===== config.mk =====
export PLATFORM = sky130hd
export DESIGN_NAME = alu_mc
export DESIGN_NICKNAME = d
export VERILOG_FILES = /design/src/rtl/alu_pkg.sv /design/src/rtl/alu_core.sv /design/src/rtl/alu_mc.sv
export SDC_FILE = /design/constraint.sdc
export NUM_CORES = 1
export LEC_CHECK = 0
export ABC_AREA = 0
export CORE_MARGIN = 5
export CORE_UTILIZATION = 40
export DETAILED_ROUTE_END_ITERATION = 8
export HOLD_SLACK_MARGIN = 0.15
export PLACE_DENSITY = 0.66
export SLEW_MARGIN = 10
export SYNTH_ARGS = -nofsm -noshare
export SYNTH_HDL_FRONTEND = slang
export SYNTH_SLANG_ARGS = --single-unit

===== constraint.sdc =====
create_clock -name clk -period 5.25 [get_ports clk]
set_input_delay 1.575 -clock clk [delete_from_list [all_inputs] [get_ports clk]]
set_output_delay 1.575 -clock clk [all_outputs]
set_load 0.02 [all_outputs]

===== src/rtl/alu_pkg.sv =====
// alu_pkg: shared types and constants for the multi-cycle ALU (alu_mc, alu_core).
// Contents: operation mode enum, FSM state enum, LAT_SINGLE latency constant.
package alu_pkg;
    typedef enum logic [2:0] {
        ALU_ADD = 3'd0,
        ALU_SUB = 3'd1,
        ALU_AND = 3'd2,
        ALU_OR  = 3'd3,
        ALU_XOR = 3'd4,
        ALU_SHL = 3'd5,
        ALU_SHR = 3'd6,
        ALU_MUL = 3'd7
    } alu_mode_e;

    typedef enum logic [1:0] {
        ST_IDLE,
        ST_EXEC,
        ST_HOLD
    } alu_state_e;

    localparam int LAT_SINGLE = 1;
endpackage


===== src/rtl/alu_core.sv =====
// alu_core: combinational single-cycle ALU ops (ADD, SUB, AND, OR, XOR).
// Ports: mode (operation), a/b (operands), c_in (carry/borrow in),
//        x (result), c_out (carry for ADD, borrow for SUB, 0 otherwise).
// Modes outside the single-cycle set return x=0, c_out=0.
module alu_core
    import alu_pkg::*;
#(
    parameter int WIDTH = 16
) (
    input  alu_mode_e        mode,
    input  logic [WIDTH-1:0] a,
    input  logic [WIDTH-1:0] b,
    input  logic             c_in,
    output logic [WIDTH-1:0] x,
    output logic             c_out
);
    logic [WIDTH:0] sum;
    logic [WIDTH:0] diff;

    always_comb begin
        sum   = {1'b0, a} + {1'b0, b} + {{WIDTH{1'b0}}, c_in};
        // a negative difference wraps so bit WIDTH reads as the borrow
        diff  = {1'b0, a} - {1'b0, b} - {{WIDTH{1'b0}}, c_in};
        x     = '0;
        c_out = 1'b0;
        case (mode)
            ALU_ADD: {c_out, x} = sum;
            ALU_SUB: {c_out, x} = diff;
            ALU_AND: x = a & b;
            ALU_OR:  x = a | b;
            ALU_XOR: x = a ^ b;
            default: ;
        endcase
    end
endmodule


===== src/rtl/alu_mc.sv =====
// alu_mc: multi-cycle ALU with valid/ready handshakes on input and output.
// Ports: clk, rst_n (async active-low); in_valid/in_ready + mode/a/b/c_in accept a bundle;
//        out_valid/out_ready + x/c_out/err return the result, held until taken.
// Logic ops take 1 cycle, shifts one bit per cycle, multiply one partial product per cycle.
// Macro ALU_MUL_EN: when defined mode 111 multiplies; otherwise it completes at once with err=1.
module alu_mc
    import alu_pkg::*;
#(
    parameter int WIDTH = 16
) (
    input  logic             clk,
    input  logic             rst_n,
    input  logic             in_valid,
    output logic             in_ready,
    input  logic [2:0]       mode,
    input  logic [WIDTH-1:0] a,
    input  logic [WIDTH-1:0] b,
    input  logic             c_in,
    output logic             out_valid,
    input  logic             out_ready,
    output logic [WIDTH-1:0] x,
    output logic             c_out,
    output logic             err
);
    localparam int SHW = $clog2(WIDTH);
`ifdef ALU_MUL_EN
    // work register doubles as {accumulator, multiplier} during MUL
    localparam int WW = 2 * WIDTH;
`else
    localparam int WW = WIDTH;
`endif

    alu_state_e       state_q, state_d;
    alu_mode_e        mode_q, mode_d;
    logic [WIDTH-1:0] a_q, a_d, b_q, b_d, x_q, x_d;
    logic             cin_q, cin_d, cout_q, cout_d, err_q, err_d;
    logic [SHW:0]     cnt_q, cnt_d;
    logic [WW-1:0]    w_q, w_d;
    logic [WIDTH-1:0] core_x, shl, shr;
    logic             core_c, accept, is_shift;

    alu_core #(.WIDTH(WIDTH)) u_core (
        .mode  (mode_q),
        .a     (a_q),
        .b     (b_q),
        .c_in  (cin_q),
        .x     (core_x),
        .c_out (core_c)
    );

    assign in_ready  = (state_q == ST_IDLE) || (state_q == ST_HOLD && out_ready);
    assign accept    = in_valid && in_ready;
    assign is_shift  = (mode == ALU_SHL) || (mode == ALU_SHR);
    assign shl       = {w_q[WIDTH-2:0], 1'b0};
    assign shr       = {1'b0, w_q[WIDTH-1:1]};
    assign out_valid = (state_q == ST_HOLD);
    assign x         = x_q;
    assign c_out     = cout_q;
    assign err       = err_q;

`ifdef ALU_MUL_EN
    logic [WIDTH:0] psum;
    logic [WW-1:0]  prod;
    // add the multiplicand if the multiplier LSB is set, then shift the pair right
    assign psum = {1'b0, w_q[WW-1:WIDTH]} + {1'b0, a_q & {WIDTH{w_q[0]}}};
    assign prod = {psum, w_q[WIDTH-1:1]};
`endif

    always_comb begin
        state_d = state_q;
        mode_d  = mode_q;
        a_d     = a_q;
        b_d     = b_q;
        cin_d   = cin_q;
        cnt_d   = cnt_q;
        w_d     = w_q;
        x_d     = x_q;
        cout_d  = cout_q;
        err_d   = err_q;
        case (state_q)
            ST_EXEC: begin
                case (mode_q)
                    ALU_SHL, ALU_SHR: begin
                        if (cnt_q == '0) begin
                            x_d     = w_q[WIDTH-1:0];
                            cout_d  = 1'b0;
                            state_d = ST_HOLD;
                        end else begin
                            w_d[WIDTH-1:0] = (mode_q == ALU_SHL) ? shl : shr;
                            cnt_d          = cnt_q - 1'b1;
                            if (cnt_q == (SHW+1)'(1)) begin
                                x_d     = (mode_q == ALU_SHL) ? shl : shr;
                                cout_d  = (mode_q == ALU_SHL) ? w_q[WIDTH-1] : w_q[0];
                                state_d = ST_HOLD;
                            end
                        end
                    end
`ifdef ALU_MUL_EN
                    ALU_MUL: begin
                        w_d   = prod;
                        cnt_d = cnt_q - 1'b1;
                        if (cnt_q == (SHW+1)'(1)) begin
                            x_d     = prod[WIDTH-1:0];
                            cout_d  = |prod[WW-1:WIDTH];
                            state_d = ST_HOLD;
                        end
                    end
`endif
                    default: begin
                        x_d     = core_x;
                        cout_d  = core_c;
`ifdef ALU_MUL_EN
                        err_d   = 1'b0;
`else
                        err_d   = (mode_q == ALU_MUL);
`endif
                        state_d = ST_HOLD;
                    end
                endcase
            end
            ST_HOLD: state_d = out_ready ? ST_IDLE : ST_HOLD;
            default: ;
        endcase
        // a new bundle overrides the HOLD exit, so consume and capture share one edge
        if (accept) begin
            state_d        = ST_EXEC;
            mode_d         = alu_mode_e'(mode);
            a_d            = a;
            b_d            = b;
            cin_d          = c_in;
            err_d          = 1'b0;
            w_d            = '0;
            w_d[WIDTH-1:0] = is_shift ? a : b;
            cnt_d          = is_shift ? {1'b0, b[SHW-1:0]}
                           : (mode == ALU_MUL) ? (SHW+1)'(WIDTH) : (SHW+1)'(LAT_SINGLE);
        end
    end

    always_ff @(posedge clk or negedge rst_n) begin
        if (!rst_n) begin
            state_q <= ST_IDLE;
            mode_q  <= ALU_ADD;
            a_q     <= '0;
            b_q     <= '0;
            cin_q   <= 1'b0;
            cnt_q   <= '0;
            w_q     <= '0;
            x_q     <= '0;
            cout_q  <= 1'b0;
            err_q   <= 1'b0;
        end else begin
            state_q <= state_d;
            mode_q  <= mode_d;
            a_q     <= a_d;
            b_q     <= b_d;
            cin_q   <= cin_d;
            cnt_q   <= cnt_d;
            w_q     <= w_d;
            x_q     <= x_d;
            cout_q  <= cout_d;
            err_q   <= err_d;
        end
    end
endmodule


# Yosys cells after proc, flatten, opt, wreduce, memory -nomap -nowiden
# Cells that the tools add are included.
[word_totals]
output_inout_bits = 20
wordCells = 80
latchBits = 0
romBits = 0
mem_count = 0
ram_bits = 0
in_bits = 40
ff_bits = 77
[classes]
magnitude_cmp = 0
n_mux = 30
n_addsub = 5
mul = 0
reduce_logical = 15
bitwise_logic = 3
div = 0
shifts = 0
n_eq_ne = 17
[op_table]
columns = ["op", "count"]
rows = [
  ["two-way mux 16 bit", 9],
  ["case mux 16 bit (5 select lines)", 1],
  ["two-way mux 5 bit", 6],
  ["== test 3 bit (second input constant)", 7],
  ["adder 16 x 16 -> 17 bit", 1],
  ["adder 17 x 1 -> 17 bit", 1],
  ["subtractor 16 x 16 -> 17 bit", 1],
  ["subtractor 17 x 1 -> 17 bit", 1],
  ["bitwise AND 16 bit", 1],
  ["bitwise OR 16 bit", 1],
  ["XOR 16 bit", 1],
  ["two-way mux 2 bit", 5],
  ["two-way mux 1 bit", 7],
  ["== test 3 x 2 -> 1 bit (second input constant)", 2],
  ["AND reduction 2 bit", 3],
  ["== test 5 x 1 -> 1 bit (second input constant)", 1],
  ["logical NOT 5 bit", 1],
  ["!= test 5 bit (second input constant)", 1],
  ["subtractor 5 x 1 -> 5 bit (second input constant)", 1],
  ["!= test 2 bit (second input constant)", 2],
  ["case mux 2 bit (2 select lines)", 1],
  ["nonzero test 2 bit", 2],
  ["== test 3 x 1 -> 1 bit (second input constant)", 1],
  ["logical NOT 3 bit", 1],
  ["other kinds (10)", 12],
]

# Depth between registers and ports, before layout
# Gate-level depths: netlist (run 1).
[depth]
depth_word = 6
depth_mapped = 11

# Hierarchy
# Synthesis (run 1) repeated with hierarchy kept, for this count alone.
[unflattened]
hier_cells = 864
area_unflattened_um2 = 6899.1
[by_module_without_submodules]
columns = ["module", "instances", "seq_area_each_um2", "area_per_inst_um2", "cells_each"]
rows = [
  ["alu_mc", 1, 1926.8, 4095.2, 454],
  ["alu_core", 1, 0.0, 2803.9, 410],
]

# Worst setup path after synthesis (run 1)
# Ideal clock, no wire load.
[synth_path]
path_type = "input-to-output"
start = "in out_ready"
end = "out in_ready"
slack_ns = 1.653
stages = 2
n_path_buf = 0
t_arrival_ns = 2.022
required_time_ns = 3.675
cell_sequence = "inv_1 -> a21oi_1"
[synth_via]
elab_chain_cells = 2
[synth_lines]
columns = ["item", "line", "text"]
rows = [
  ["start: declaration", "alu_mc.sv:20", "input logic out_ready,"],
  ["logical AND 1 bit", "alu_mc.sv:51", "assign in_ready = (state_q == ST_IDLE) || (state_q == ST_HOLD && out_ready);"],
  ["logical OR 1 bit", "alu_mc.sv:51", ""],
  ["end: declaration", "alu_mc.sv:14", "output logic in_ready,"],
]
# Every way passes these cells.

# Worst setup path after layout (run 1)
# Same ends and word-level chain as after synthesis.

==> results.py, run 1 <==
metrics = {
    "status": {
        "run_status": "completed",
    },
    "synthesis": {
        "asyncSetResetFlopFracSynth": 1.000,
        "synth_sequential_area_ratio": 0.2942,
        "synth_area_sq_mm": 0.006549,
        "synth_top_cells_by_area": "dfrtp_1 29%, ha_1 12%, o21ai_0 6.6%",
        "yosys_register_bits": 77,
        "synth_fp_nets": 901,
        "post-synth-top-area-fraction": 0.2942,
        "synth_flop_cell": "dfrtp_1",
        "netlist_instances": 793,
        "yosysWarnings": 0,
        "synth-edff-count": 0,
        "post-synth-top-area-cell": "dfrtp_1",
        "synthesis.area_per_instance_sq_um": 8.258,
        "ys_types": 75,
    },
    "floorplanning": {
        "full_die_area_sq_mm": 0.01903,
        "initial_utilization": 0.4093,
        "rows": 46,
        "die_height_um": 138.0,
        "floorplan.io_pins": 60,
        "dieWidth_um": 138.0,
        "core-area_sq_mm": 0.01600,
    },
    "clock_tree": {
        "clock_path_buffers": 2,
        "cts-hold-fix-buffers": 0,
        "cts.root.buffer_cell": "clkbuf_16",
        "htree_levels": 3,
        "cts_inserted_buffers": 9,
        "cts_sinks": 77,
        "post_cts_resize_count": 0,
        "clock_latency_of_the_later_clocked_register_in_the_worst_skew_pair_ns": 0.35,
        "clkSlewWorstSetupHoldPaths_ns": 0.06,
        "cts_tree": "done",
        "cts.repair_timing.setup_buffer_count": 0,
    },
    "timing": {
        "finalClockSkew_ns": 0.009740,
        "setup_repair_after_global_routing_missed_its_margin": "false",
        "finalSetupViolCount": 0,
        "timing.max_slew.rel_slack": 0.2161,
        "hold_viol_final": 0,
        "final_min_period_over_clock_period": 0.8586,
        "fmaxAchievable_mhz": 221.8,
        "final.setup.tns_ns": 0,
        "final_max_slew_viol_count": 0,
        "holdWs_ns": 0.4793,
        "tightest_slew_ns": 1.173,
        "post-route-min-period_ns": 4.508,
    },
    "cells_and_area": {
        "num-nets-final": 934,
        "antenna_cells": 0,
        "multiInputGateArea_sq_mm": 0.004197,
        "area_delta_synth_final_pct": 15.27,
        "layout-drive-gt1-share": 0.04813,
        "area.sequential_sq_mm": 0.001927,
        "filler_cell_count": 1599,
    },
    "drt": {
        "vias_per_cell": 5.740,
        "drt_pre_antenna_iters": 5,
        "drtIter0Drc": 527,
        "drt-wirelength-per-cell_um": 18.19,
        "drt_wl_total_um": 19040,
        "postRouteAntennaNets": 0,
        "dr_total_vias": 6010,
        "drc": 0,
    },
    "critical_path": {
        "data_arrival_at_the_endpoint_of_the_critical_path_ns": 2.93,
        "cpMostUsedCell": "clkdlybuf4s50_1",
        "crit_path_top_delay_cell": "clkdlybuf4s50_1",
        "timing.setup.critical_path_class": "input port to output pin",
        "setup.worst_path.start_class": "input port",
        "timing.critical_path.slowest_cell_delay_ns": 0.65,
        "cp_max_fo": 3,
        "critPathCaptureType": "output pin",
        "worst_ep_required_time_ns": 3.68,
        "critical_path.cell_chain": "clkdlybuf4s50_1, inv_1, a21oi_1, clkdlybuf4s50_1",
    },
    "min_path": {
        "hold_path.class": "flop to flop",
    },
    "run": {
        "max_cap_violations": 0,
    },
    "placement": {
        "gpl.final_weighted_congestion": 0.8821,
        "dpl.hpwl_um": 13890,
        "buffer_ports.inserted": 59,
    },
    "global_route": {
        "global_route_wire_length_before_repair_um": 30790,
        "gr-usage-all-layers": 0.2060,
        "gr-total-overflow": 0,
        "grt_max_degree": 60,
        "grt_antenna_before_repair": 0,
        "grt_pass1_vias": 5890,
    },
}
area by class of cell:
cell class	count	share of cell area
Multi-Input combinational cell	609	0.5559
Sequential cell	77	0.2553
Timing Repair Buffer	68	0.08686
Tap cell	216	0.03580
Clock buffer	12	0.03265
Inverter	61	0.03033
Clock inverter	4	0.003149
stage by stage:
stage                     utilization  cell area [sq um]  setup slack, ns  cells
after detailed placement       0.4549               7278           0.7313   1031
final                          0.4718               7548           0.7421   1047
after floorplan                     -               6549            1.653    793
after global placement         0.4549               7278           0.7669   1031
after CTS                      0.4718               7548           0.7311   1047
after global routing           0.4718               7548           0.6693   1047
path summary, 6_finish.rpt:
path	startpoint	to	slack (ns)	depth (start not counted)
max in group asynchronous	rst_n	w_q[5]	3.14	2
min	x[0]	x[0]	0.48	1
min reg2reg	x[0]	x[0]	0.48	1
max	out_ready	in_ready	0.74	4
max reg2reg	b_q[0]	c_out	2.08	9
min in group asynchronous	rst_n	x[11]	1.26	1
worst max-delay path: cells and delay by family:
family | cells | cell delay [ns]
AOI/OAI and AO/OA | 1 | 0.21
buffers and inverters | 3 | 1.14
cells in the final DEF, fill, tap and decap left out, types with 5 or more instances in the layout:
cell	n
nor3_1	10
mux2i_1	35
o21ai_0	87
clkbuf_16	9
a21oi_1	52
a31oi_1	12
xnor2_1	8
o211ai_1	22
nand3_1	12
nand2b_1	5
xor2_1	11
ha_1	64
o22ai_1	11
a22oi_1	18
nor2b_1	7
and3_1	5
buf_4	10
clkdlybuf4s50_1	58
inv_1	61
nor2_1	38
a21o_1	11
a211oi_1	8
dfrtp_1	77
nand2_1	107
cells in the mapped netlist, drive strengths merged, types with 11 or more instances:
master,number
nor2,39
buf,18
a31oi,12
o21ai,90
nand2,107
mux2i,35
clkbuf,28
nor3,12
ha,64
o211ai,22
a21oi,52
inv,61
nand3,12
xor2,11
a21o,11
a22oi,18
dfrtp,77
o22ai,11
flip-flops by register name (all words and copies together) (netlist names):
signal   count
mode_q       3
x           16
err          1
cnt_q        5
cin_q        1
w_q         16
a_q         16
c_out        1
state_q      2
b_q         16
kinds of logic after synthesis:
logic type                 share of synthesized area
DFF                                           0.2942
xor gates and xnor gates                     0.02541
AOI/OAI and AO/OA                             0.2549
buffers and inverters                        0.06611
and+or+nand+nor                               0.1613
muxes                                        0.06209
adders and majority gates                     0.1360
per-layer routing:
layer,part of all wire,vias to the layer above,GRT usage
met4,0.023,0,0.05708
li1,-,2903,-
met5,0,-,0
met1,0.46,2878,0.2832
met2,0.46,196,0.3305
met3,0.059,33,0.04136
Power of run 1 is not shown: default switching activity piles up to over one toggle a cycle in this logic, so the estimate is an artifact.
==> run 2: changes to the inputs <==
ABC_AREA = unset   (was 0)
CORE_UTILIZATION = 63   (was 40)
PLACE_DENSITY = 0.93   (was 0.66)
==> run 2 against run 1 <==
Global-route usage increased by 10 points. Via count increased by 4.6%. Setup slack got worse by 0.0042 ns. Final cell count decreased by 8.2%. Clock skew increased by 0.0099 ns. Sequential share of layout area increased by 0.82 points. Cell area decreased by 3.1%. Die area decreased by 34%. Register-to-register slack got worse by 0.32 ns. Sequential cell count unchanged. Hold slack improved by 0.019 ns. Critical path type unchanged. Critical endpoint unchanged. Highest routed layer unchanged.
==> results.py, run 2 (synthesized netlist as in run 1, its figures left out) <==
metrics = {
    "drt": {
        "drt_pre_antenna_iters": 6,
        "vias_per_cell": 6.539,
        "drc": 0,
        "postRouteAntennaNets": 0,
        "drtIter0Drc": 601,
        "drt-wirelength-per-cell_um": 20.04,
        "drt_wl_total_um": 19260,
        "dr_total_vias": 6284,
    },
    "critical_path": {
        "r2r-start": "mode_q[0]",
        "crit_path_top_delay_cell": "clkdlybuf4s50_1",
        "timing.setup.critical_path_class": "input port to output pin",
        "crit-reg2reg-capture": "x[8]",
        "critPathCaptureType": "output pin",
        "worst_ep_required_time_ns": 3.68,
        "setup.worst_path.start_class": "input port",
        "reg2reg_depth": 6,
        "cpMostUsedCell": "clkdlybuf4s50_1",
        "timing.critical_path.slowest_cell_delay_ns": 0.65,
        "r2r_setup_slack_ns": 1.76,
        "critical_path.cell_chain": "clkdlybuf4s50_1, inv_1, a21oi_1, clkdlybuf4s50_1",
        "data_arrival_at_the_endpoint_of_the_critical_path_ns": 2.94,
        "cp_max_fo": 3,
    },
    "min_path": {
        "min_path_cells": 2,
        "hold_path.class": "flop to flop",
        "worst_hold_path.endpoint": "x[2]",
        "timing.hold.worst.start": "x[2]",
    },
    "status": {
        "run_status": "completed",
    },
    "placement": {
        "buffer_ports.inserted": 59,
        "dpl.hpwl_um": 13900,
        "placed_area_sq_mm": 0.007148,
        "place_worst_setup_slack_ns": 0.7413,
        "gpl.final_weighted_congestion": 0.9508,
    },
    "timing": {
        "finalSetupViolCount": 0,
        "timing.max_slew.rel_slack": 0.2498,
        "final_min_period_over_clock_period": 0.8594,
        "holdWs_ns": 0.4987,
        "final_critical_path_setup_slack_ns": 0.7380,
        "post-route-min-period_ns": 4.512,
        "finalClockSkew_ns": 0.01960,
        "fmaxAchievable_mhz": 221.6,
        "final.setup.tns_ns": 0,
        "tightest_slew_ns": 1.122,
        "hold_viol_final": 0,
        "setup_repair_after_global_routing_missed_its_margin": "false",
        "final_max_slew_viol_count": 0,
    },
    "floorplanning": {
        "floorplan.io_pins": 60,
        "initial_utilization": 0.6401,
        "core-area_sq_mm": 0.01023,
        "die_height_um": 112.0,
        "dieWidth_um": 112.0,
        "full_die_area_sq_mm": 0.01253,
        "rows": 37,
    },
    "clock_tree": {
        "cts_inserted_buffers": 9,
        "cts_tree": "done",
        "clock_path_buffers": 2,
        "cts.repair_timing.setup_buffer_count": 0,
        "cts-hold-fix-buffers": 0,
        "htree_levels": 3,
        "post_cts_resize_count": 0,
        "cts.root.buffer_cell": "clkbuf_8",
        "cts_sinks": 77,
        "clock_latency_of_the_later_clocked_register_in_the_worst_skew_pair_ns": 0.39,
        "clkSlewWorstSetupHoldPaths_ns": 0.07,
    },
    "cells_and_area": {
        "num-nets-final": 930,
        "layout.cells.most_common": "nand2_1",
        "most_frequent_cells_in_the_layout": "107 x nand2_1, 87 x o21ai_0, 77 x dfrtp_1",
        "layout-drive-gt1-share": 0.04242,
        "filler_cell_count": 808,
        "antenna_cells": 0,
        "final_design_area_no_fill_sq_mm": 0.007315,
        "area_delta_synth_final_pct": 11.69,
    },
    "run": {
        "max_cap_violations": 0,
    },
    "global_route": {
        "gr-usage-all-layers": 0.3096,
        "grt_max_degree": 80,
        "grt_antenna_before_repair": 0,
        "global_route_wire_length_before_repair_um": 31240,
        "gr-total-overflow": 0,
        "grt_pass1_vias": 6120,
    },
}
==> run 2: cell type report <==
type / count / area [sq um] / area share
inverters: 61 / 229.0 / 0.03130
well taps: 136 / 170.2 / 0.02326
multi-input cells: 609 / 4198 / 0.5739
flip-flops and latches: 77 / 1927 / 0.2634
clock buffers: 12 / 155.1 / 0.02121
repair buffers: 64 / 625.6 / 0.08553
clock inverters: 2 / 10.01 / 0.001368
==> run 2: how the worst max path moves through the flow <==
stage                     cells past startpoint  endpoint  slack [ns]      start
after floorplan                               2  in_ready        1.65  out_ready
after global placement                        4  in_ready        0.77  out_ready
after detailed placement                      4  in_ready        0.74  out_ready
after CTS                                     4  in_ready        0.74  out_ready
after global routing                          4  in_ready        0.62  out_ready
final                                         4  in_ready        0.74  out_ready
==> run 2: critical path: cells and delay by family <==
family | cells | cell delay [ns]
buf+inv | 3 | 1.14
compound gates | 1 | 0.22
==> run 2: metal layers <==
layer  routed length [um]  up-vias  GRT usage
met1                 7781     2997     0.4058
met2                 9218      338     0.5056
met4                  542        0     0.1202
li1                     -     2891          -
met3                 1714       58    0.06250
met5                    0        -          0
==> run 2: stage by stage <==
step                utilization  instances
floorplan                     -        793
global placement         0.6987        947
detailed placement       0.6987        947
CTS                      0.7148        961
global route             0.7149        961
finish                   0.7149        961
Power of run 2 is left out for the same reason.
